## src/rtl/mem_arbiter.sv

```systemverilog
// rtl/mem_arbiter.sv - two-port PSRAM arbiter, fixed A priority with B anti-starvation
//
// Shares one PSRAM controller port between requester A (cartridge bus path)
// and requester B (loader/DMA path). A wins ties unless B has watched
// STARVE_MAX consecutive A grants, in which case B goes next.
//
// Optional feature macro: ARB_REFRESH_EN
//   defined   : free-running refresh timer, one owed refresh at a time,
//               served from IDLE ahead of any new access
//   undefined : no timer, no REFRESH state, mem_refresh tied low
//
// Ports
//   clk, reset_n                          clock, asynchronous active-low reset
//   a_req/a_we/a_addr/a_wdata             port A request (level, held until a_ack)
//   a_rdata/a_ack                         port A read data and one-cycle completion
//   b_req/b_we/b_addr/b_wdata             port B request
//   b_rdata/b_ack                         port B read data and completion
//   mem_req/mem_we/mem_addr/mem_wdata     start strobe and held access fields
//   mem_rdata/mem_ready                   PSRAM read data and completion
//   mem_refresh                           one-cycle refresh strobe
//   busy                                  high whenever the FSM is not in IDLE
module mem_arbiter #(
    parameter int AW         = 23,
    parameter int DW         = 8,
    parameter int STARVE_MAX = 4,
    parameter int REF_CYCLES = 780
) (
    input  logic          clk,
    input  logic          reset_n,
    input  logic          a_req,
    input  logic          a_we,
    input  logic [AW-1:0] a_addr,
    input  logic [DW-1:0] a_wdata,
    output logic [DW-1:0] a_rdata,
    output logic          a_ack,
    input  logic          b_req,
    input  logic          b_we,
    input  logic [AW-1:0] b_addr,
    input  logic [DW-1:0] b_wdata,
    output logic [DW-1:0] b_rdata,
    output logic          b_ack,
    output logic          mem_req,
    output logic          mem_we,
    output logic [AW-1:0] mem_addr,
    output logic [DW-1:0] mem_wdata,
    input  logic [DW-1:0] mem_rdata,
    input  logic          mem_ready,
    output logic          mem_refresh,
    output logic          busy
);

    localparam logic [2:0] S_IDLE    = 3'd0;
    localparam logic [2:0] S_ISSUE   = 3'd1;
    localparam logic [2:0] S_WAIT    = 3'd2;
    localparam logic [2:0] S_DONE    = 3'd3;
`ifdef ARB_REFRESH_EN
    localparam logic [2:0] S_REFRESH = 3'd4;
`endif

    localparam int SW = (STARVE_MAX > 0) ? $clog2(STARVE_MAX + 1) : 1;
    localparam logic [SW-1:0] STARVE_LIM = SW'(STARVE_MAX);

    logic [2:0]    state;
    logic          owner_b;
    logic [SW-1:0] starve_cnt;
    logic          a_wins;

    // A keeps priority unless B is waiting and has already been passed over
    // STARVE_MAX times in a row.
    assign a_wins = a_req && !(b_req && (starve_cnt == STARVE_LIM));

`ifdef ARB_REFRESH_EN
    localparam int RW = (REF_CYCLES > 1) ? $clog2(REF_CYCLES) : 1;
    localparam logic [RW-1:0] REF_LAST = RW'(REF_CYCLES - 1);

    logic [RW-1:0] ref_cnt;
    logic          ref_pend;
    logic          ref_done;

    assign ref_done = (state == S_REFRESH) && mem_ready;

    // A wrap always (re)arms ref_pend, so a wrap landing on the completion
    // cycle keeps the new period's refresh owed; extra wraps collapse into one.
    always_ff @(posedge clk or negedge reset_n) begin
        if (!reset_n) begin
            ref_cnt  <= '0;
            ref_pend <= 1'b0;
        end else if (ref_cnt == REF_LAST) begin
            ref_cnt  <= '0;
            ref_pend <= 1'b1;
        end else begin
            ref_cnt <= ref_cnt + 1'b1;
            if (ref_done) begin
                ref_pend <= 1'b0;
            end
        end
    end
`else
    assign mem_refresh = 1'b0;
`endif

    always_ff @(posedge clk or negedge reset_n) begin
        if (!reset_n) begin
            state      <= S_IDLE;
            owner_b    <= 1'b0;
            starve_cnt <= '0;
            a_rdata    <= '0;
            a_ack      <= 1'b0;
            b_rdata    <= '0;
            b_ack      <= 1'b0;
            mem_req    <= 1'b0;
            mem_we     <= 1'b0;
            mem_addr   <= '0;
            mem_wdata  <= '0;
            busy       <= 1'b0;
`ifdef ARB_REFRESH_EN
            mem_refresh <= 1'b0;
`endif
        end else begin
            mem_req <= 1'b0;
            a_ack   <= 1'b0;
            b_ack   <= 1'b0;
`ifdef ARB_REFRESH_EN
            mem_refresh <= 1'b0;
`endif
            case (state)
                S_IDLE: begin
`ifdef ARB_REFRESH_EN
                    if (ref_pend) begin
                        state       <= S_REFRESH;
                        mem_refresh <= 1'b1;
                        busy        <= 1'b1;
                    end else
`endif
                    if (a_wins) begin
                        owner_b   <= 1'b0;
                        mem_we    <= a_we;
                        mem_addr  <= a_addr;
                        mem_wdata <= a_wdata;
                        mem_req   <= 1'b1;
                        busy      <= 1'b1;
                        state     <= S_ISSUE;
                        if (b_req && (starve_cnt != STARVE_LIM)) begin
                            starve_cnt <= starve_cnt + 1'b1;
                        end
                    end else if (b_req) begin
                        owner_b    <= 1'b1;
                        mem_we     <= b_we;
                        mem_addr   <= b_addr;
                        mem_wdata  <= b_wdata;
                        mem_req    <= 1'b1;
                        busy       <= 1'b1;
                        state      <= S_ISSUE;
                        starve_cnt <= '0;
                    end
                end
                S_ISSUE: begin
                    state <= S_WAIT;
                end
                S_WAIT: begin
                    if (mem_ready) begin
                        if (owner_b) begin
                            b_rdata <= mem_rdata;
                            b_ack   <= 1'b1;
                        end else begin
                            a_rdata <= mem_rdata;
                            a_ack   <= 1'b1;
                        end
                        state <= S_DONE;
                    end
                end
                S_DONE: begin
                    // Ack is visible this cycle; requester drops req before IDLE samples.
                    state <= S_IDLE;
                    busy  <= 1'b0;
                end
`ifdef ARB_REFRESH_EN
                S_REFRESH: begin
                    if (mem_ready) begin
                        state <= S_IDLE;
                        busy  <= 1'b0;
                    end
                end
`endif
                default: begin
                    state <= S_IDLE;
                    busy  <= 1'b0;
                end
            endcase
        end
    end

endmodule
```

## config.mk

```make
export PLATFORM = sky130hd
export DESIGN_NAME = mem_arbiter
export DESIGN_NICKNAME = d
export VERILOG_FILES = /design/src/rtl/mem_arbiter.sv
export SDC_FILE = /design/constraint.sdc
export NUM_CORES = 1
export LEC_CHECK = 0
export CAP_MARGIN = 20
export CORE_ASPECT_RATIO = 1.25
export CORE_MARGIN = 3
export CORE_UTILIZATION = 45
export CTS_CLUSTER_DIAMETER = 120
export DETAILED_ROUTE_END_ITERATION = 8
export GPL_TIMING_DRIVEN = 0
export HOLD_SLACK_MARGIN = 0.12
export PLACE_DENSITY = 0.95
export SKIP_CTS_REPAIR_TIMING = 1
export SYNTH_ARGS = -nofsm -noshare
export SYNTH_HDL_FRONTEND = slang
export SYNTH_SLANG_ARGS = --single-unit
```

## constraint.sdc

```tcl
create_clock -name clk -period 3.87 [get_ports clk]
set_clock_uncertainty 0.2 [all_clocks]
set_input_delay 0.387 -clock clk [delete_from_list [all_inputs] [get_ports clk]]
set_output_delay 0.387 -clock clk [all_outputs]
set_load 0.01 [all_outputs]
```

==> flow_metrics.py <==
metrics = {
    "setup_path": {
        "reg2reg_slack_ns": 1.99,
        "crit_end": "mem_addr[4]",
        "startpoint": "state[0]",
        "path_max_fanout": 10,
        "worstSetupStartpointType": "flip-flop",
        "critPathKind": "reg -> reg",
        "reg2reg_depth": 6,
        "required_ns": 3.92,
        "crit-reg2reg-capture": "mem_addr[4]",
        "timing.rr.start": "state[0]",
        "worstPathArrival_ns": 1.93,
        "endpoint_kind": "flip-flop",
    },
    "place": {
        "dp_hpwl_microns": 6150,
        "gp_congestion": 0.7803,
        "portBuffers": 126,
        "pre_cts_slack_ns": 1.829,
    },
    "route": {
        "routed_wl_microns": 8157,
        "num_vias": 2591,
        "drtAntennaViolNets": 0,
        "firstDrtPassIters": 4,
        "via_per_inst": 5.245,
        "wire_per_inst_microns": 16.51,
        "drt_iter0_drc": 132,
        "drc": 0,
    },
    "clock_network": {
        "cts_tree": "built",
        "clk_pin_slew_ns": 0.07,
        "cts_made_buffers": 9,
        "htree_levels": 3,
        "clock-root-buffer": "clkbuf_8",
        "clock_sinks": 58,
        "clock_latency_ns": 0.33,
        "cts.path.max_buffers": 2,
    },
    "grt": {
        "grt_max_degree": 32,
        "grt_pass1_wl_microns": 13100,
        "grt_pass1_vias": 2729,
        "overflow": 0,
        "grt_antenna_before_repair": 0,
        "gr-usage-all-layers_pct": 22.57,
    },
    "final_layout": {
        "fillers": 457,
        "layout.nets": 489,
        "area_delta_synth_final_pct": 55.38,
        "drive_gt1_share_pct": 19.90,
        "n_antenna_cell": 0,
        "final_core_util_pct": 74.76,
    },
    "synth": {
        "synth-seq-cells": 58,
        "synthesis.nets": 350,
        "netlist_instances": 268,
        "synth_cell_type_count": 29,
        "avgSynthCellArea_sq_um": 10.72,
        "synth.top_cell.area_share_pct": 50.50,
        "yosysMostFrequentCell": "nand2_1",
        "synthArstFlopShare_pct": 100.0,
        "synth_edf_count": 0,
        "synth_area_leaders": "dfrtp_1, o211ai_2, nand2_1",
        "seq_area_frac_synth_pct": 50.50,
        "syn_area_sq_um": 2874,
        "yosys-top-cells-count": "nand2_1, dfrtp_1, nand4_1",
        "synth-main-ff-cell": "dfrtp_1",
        "synth_warnings": 0,
        "yosysTopAreaCell": "dfrtp_1",
    },
    "power_and_ir_drop": {
        "p_leak_nw": 1.909,
        "p_clk_share_pct": 16.4,
        "vdd_ir_drop_max_mv": 0.4039,
        "seq_power_share_pct": 31.4,
        "internal-power_mw": 2.133,
        "switching_share_pct": 37.67,
        "power_density_nw_per_um2": 766.2,
        "power_mw": 3.422,
        "p_sw_mw": 1.289,
        "comb_power_share_pct": 52.2,
    },
    "floorplan": {
        "die_h_microns": 95.35,
        "num_rows": 31,
        "chipWidth_microns": 77.48,
        "io_pins": 130,
        "coreArea_sq_um": 5973,
        "initial_core_util_pct": 48.11,
        "fp.dieArea_sq_um": 7388,
    },
    "sta": {
        "setup_slack_ns": 1.992,
        "fin_tns_setup_ns": 0,
        "setup_viol": 0,
        "slew_viol_final": 0,
        "min_period_ns": 1.878,
        "slew_headroom_pct": 56.48,
        "tightest_slew_ns": 0.6528,
        "max_freq_mhz": 532.5,
        "final.period_utilization_pct": 48.52,
        "hold_violations": 0,
        "rsz0062_at_grt": "no",
    },
    "hold_path": {
        "hold_path.class": "in -> reg",
    },
    "run_status": {
        "outcome": "finished clean",
    },
    "job": {
        "drv_cap": 0,
    },
}
final cells by class:
| cell class | count | area (sq um) | area share (%) |
|---|---|---|---|
| Clock buffer | 9 | 123.9 | 2.774 |
| Tap cell | 82 | 102.6 | 2.298 |
| Buffer | 24 | 137.6 | 3.082 |
| Sequential cell | 58 | 1451 | 32.50 |
| Timing Repair Buffer | 128 | 1286 | 28.80 |
| Multi-Input combinational cell | 176 | 1247 | 27.94 |
| Inverter | 10 | 37.54 | 0.8406 |
| Clock inverter | 7 | 78.83 | 1.765 |
layout by cell type (no fill, tap or decap), drive strengths merged, types with 2 or more instances in the layout:
master	n
clkdlybuf4s50	125
o211ai	32
o21ai	4
buf	16
mux2	17
clkbuf	19
inv	11
dfrtp	58
clkinv	2
nand4	33
nand3b	2
clkinvlp	3
nand3	3
a21oi	2
ha	5
nand2	67
nor2	3
layer usage:
layer  wire (microns)  track usage (%)
met4              102            8.605
met2             4161            39.12
met1             3428            28.01
met3              464            4.348
met5                0                0
flip-flops by register name, indices dropped and copies added, names as in the netlist:
register	count
mem_we	1
mem_wdata	8
busy	1
owner_b	1
state	2
a_ack	1
b_ack	1
mem_req	1
a_rdata	8
b_rdata	8
starve_cnt	3
mem_addr	23
metrics by stage:
step	hold slack, ns	std cells	area [sq um]
3_3_place_gp	0.2687	476	4238
3_5_place_dp	0.2485	477	4253
5_1_grt	0.1921	494	4466
2_1_floorplan	-0.1086	268	2874
6_report	0.1837	494	4466
4_1_cts	-0.1154	493	4456
how the worst min path moves through the flow:
stage                       from            end  depth (start not counted)
CTS                      reset_n        mem_req                          1
global placement    mem_addr[16]   mem_addr[16]                          2
floorplan                reset_n          a_ack                          0
finish                     b_req  starve_cnt[0]                          3
detailed placement       reset_n     b_rdata[2]                          1
global route               b_req  starve_cnt[0]                          3
worst max-delay path, stage by stage, from the launching register on:
cell      delay [ns]
dfrtp_1         0.39
inv_1           0.11
ha_1            0.15
buf_2           0.15
clkbuf_1        0.47
nand4_1         0.23
o211ai_2        0.11
power groups by stage:
stage | Combinational [mW] | Clock, mW | Sequential (mW)
2_1_floorplan | 0.826 | 0 | 1.19
3_3_place_gp | 1.73 | 0 | 1.07
3_5_place_dp | 1.81 | 0 | 1.08
4_1_cts | 1.81 | 0.569 | 1.07
5_1_grt | 1.93 | 0.600 | 1.11
6_report | 1.79 | 0.562 | 1.07
logic make-up (layout without fill, tap and decap cells):
kind of cell / Yosys count / after routing / share of synthesized area [%]
and+or+nand+nor: 111 / 111 / 18.55
DFF: 58 / 58 / 50.50
AOI/OAI and AO/OA: 42 / 42 / 15.89
buffers and inverters: 34 / 178 / 6.095
muxes: 17 / 17 / 6.661
adders and majority gates: 5 / 5 / 2.177
other: 1 / 1 / 0.1305
No activity file was read; power rests on OpenSTA's default activity.
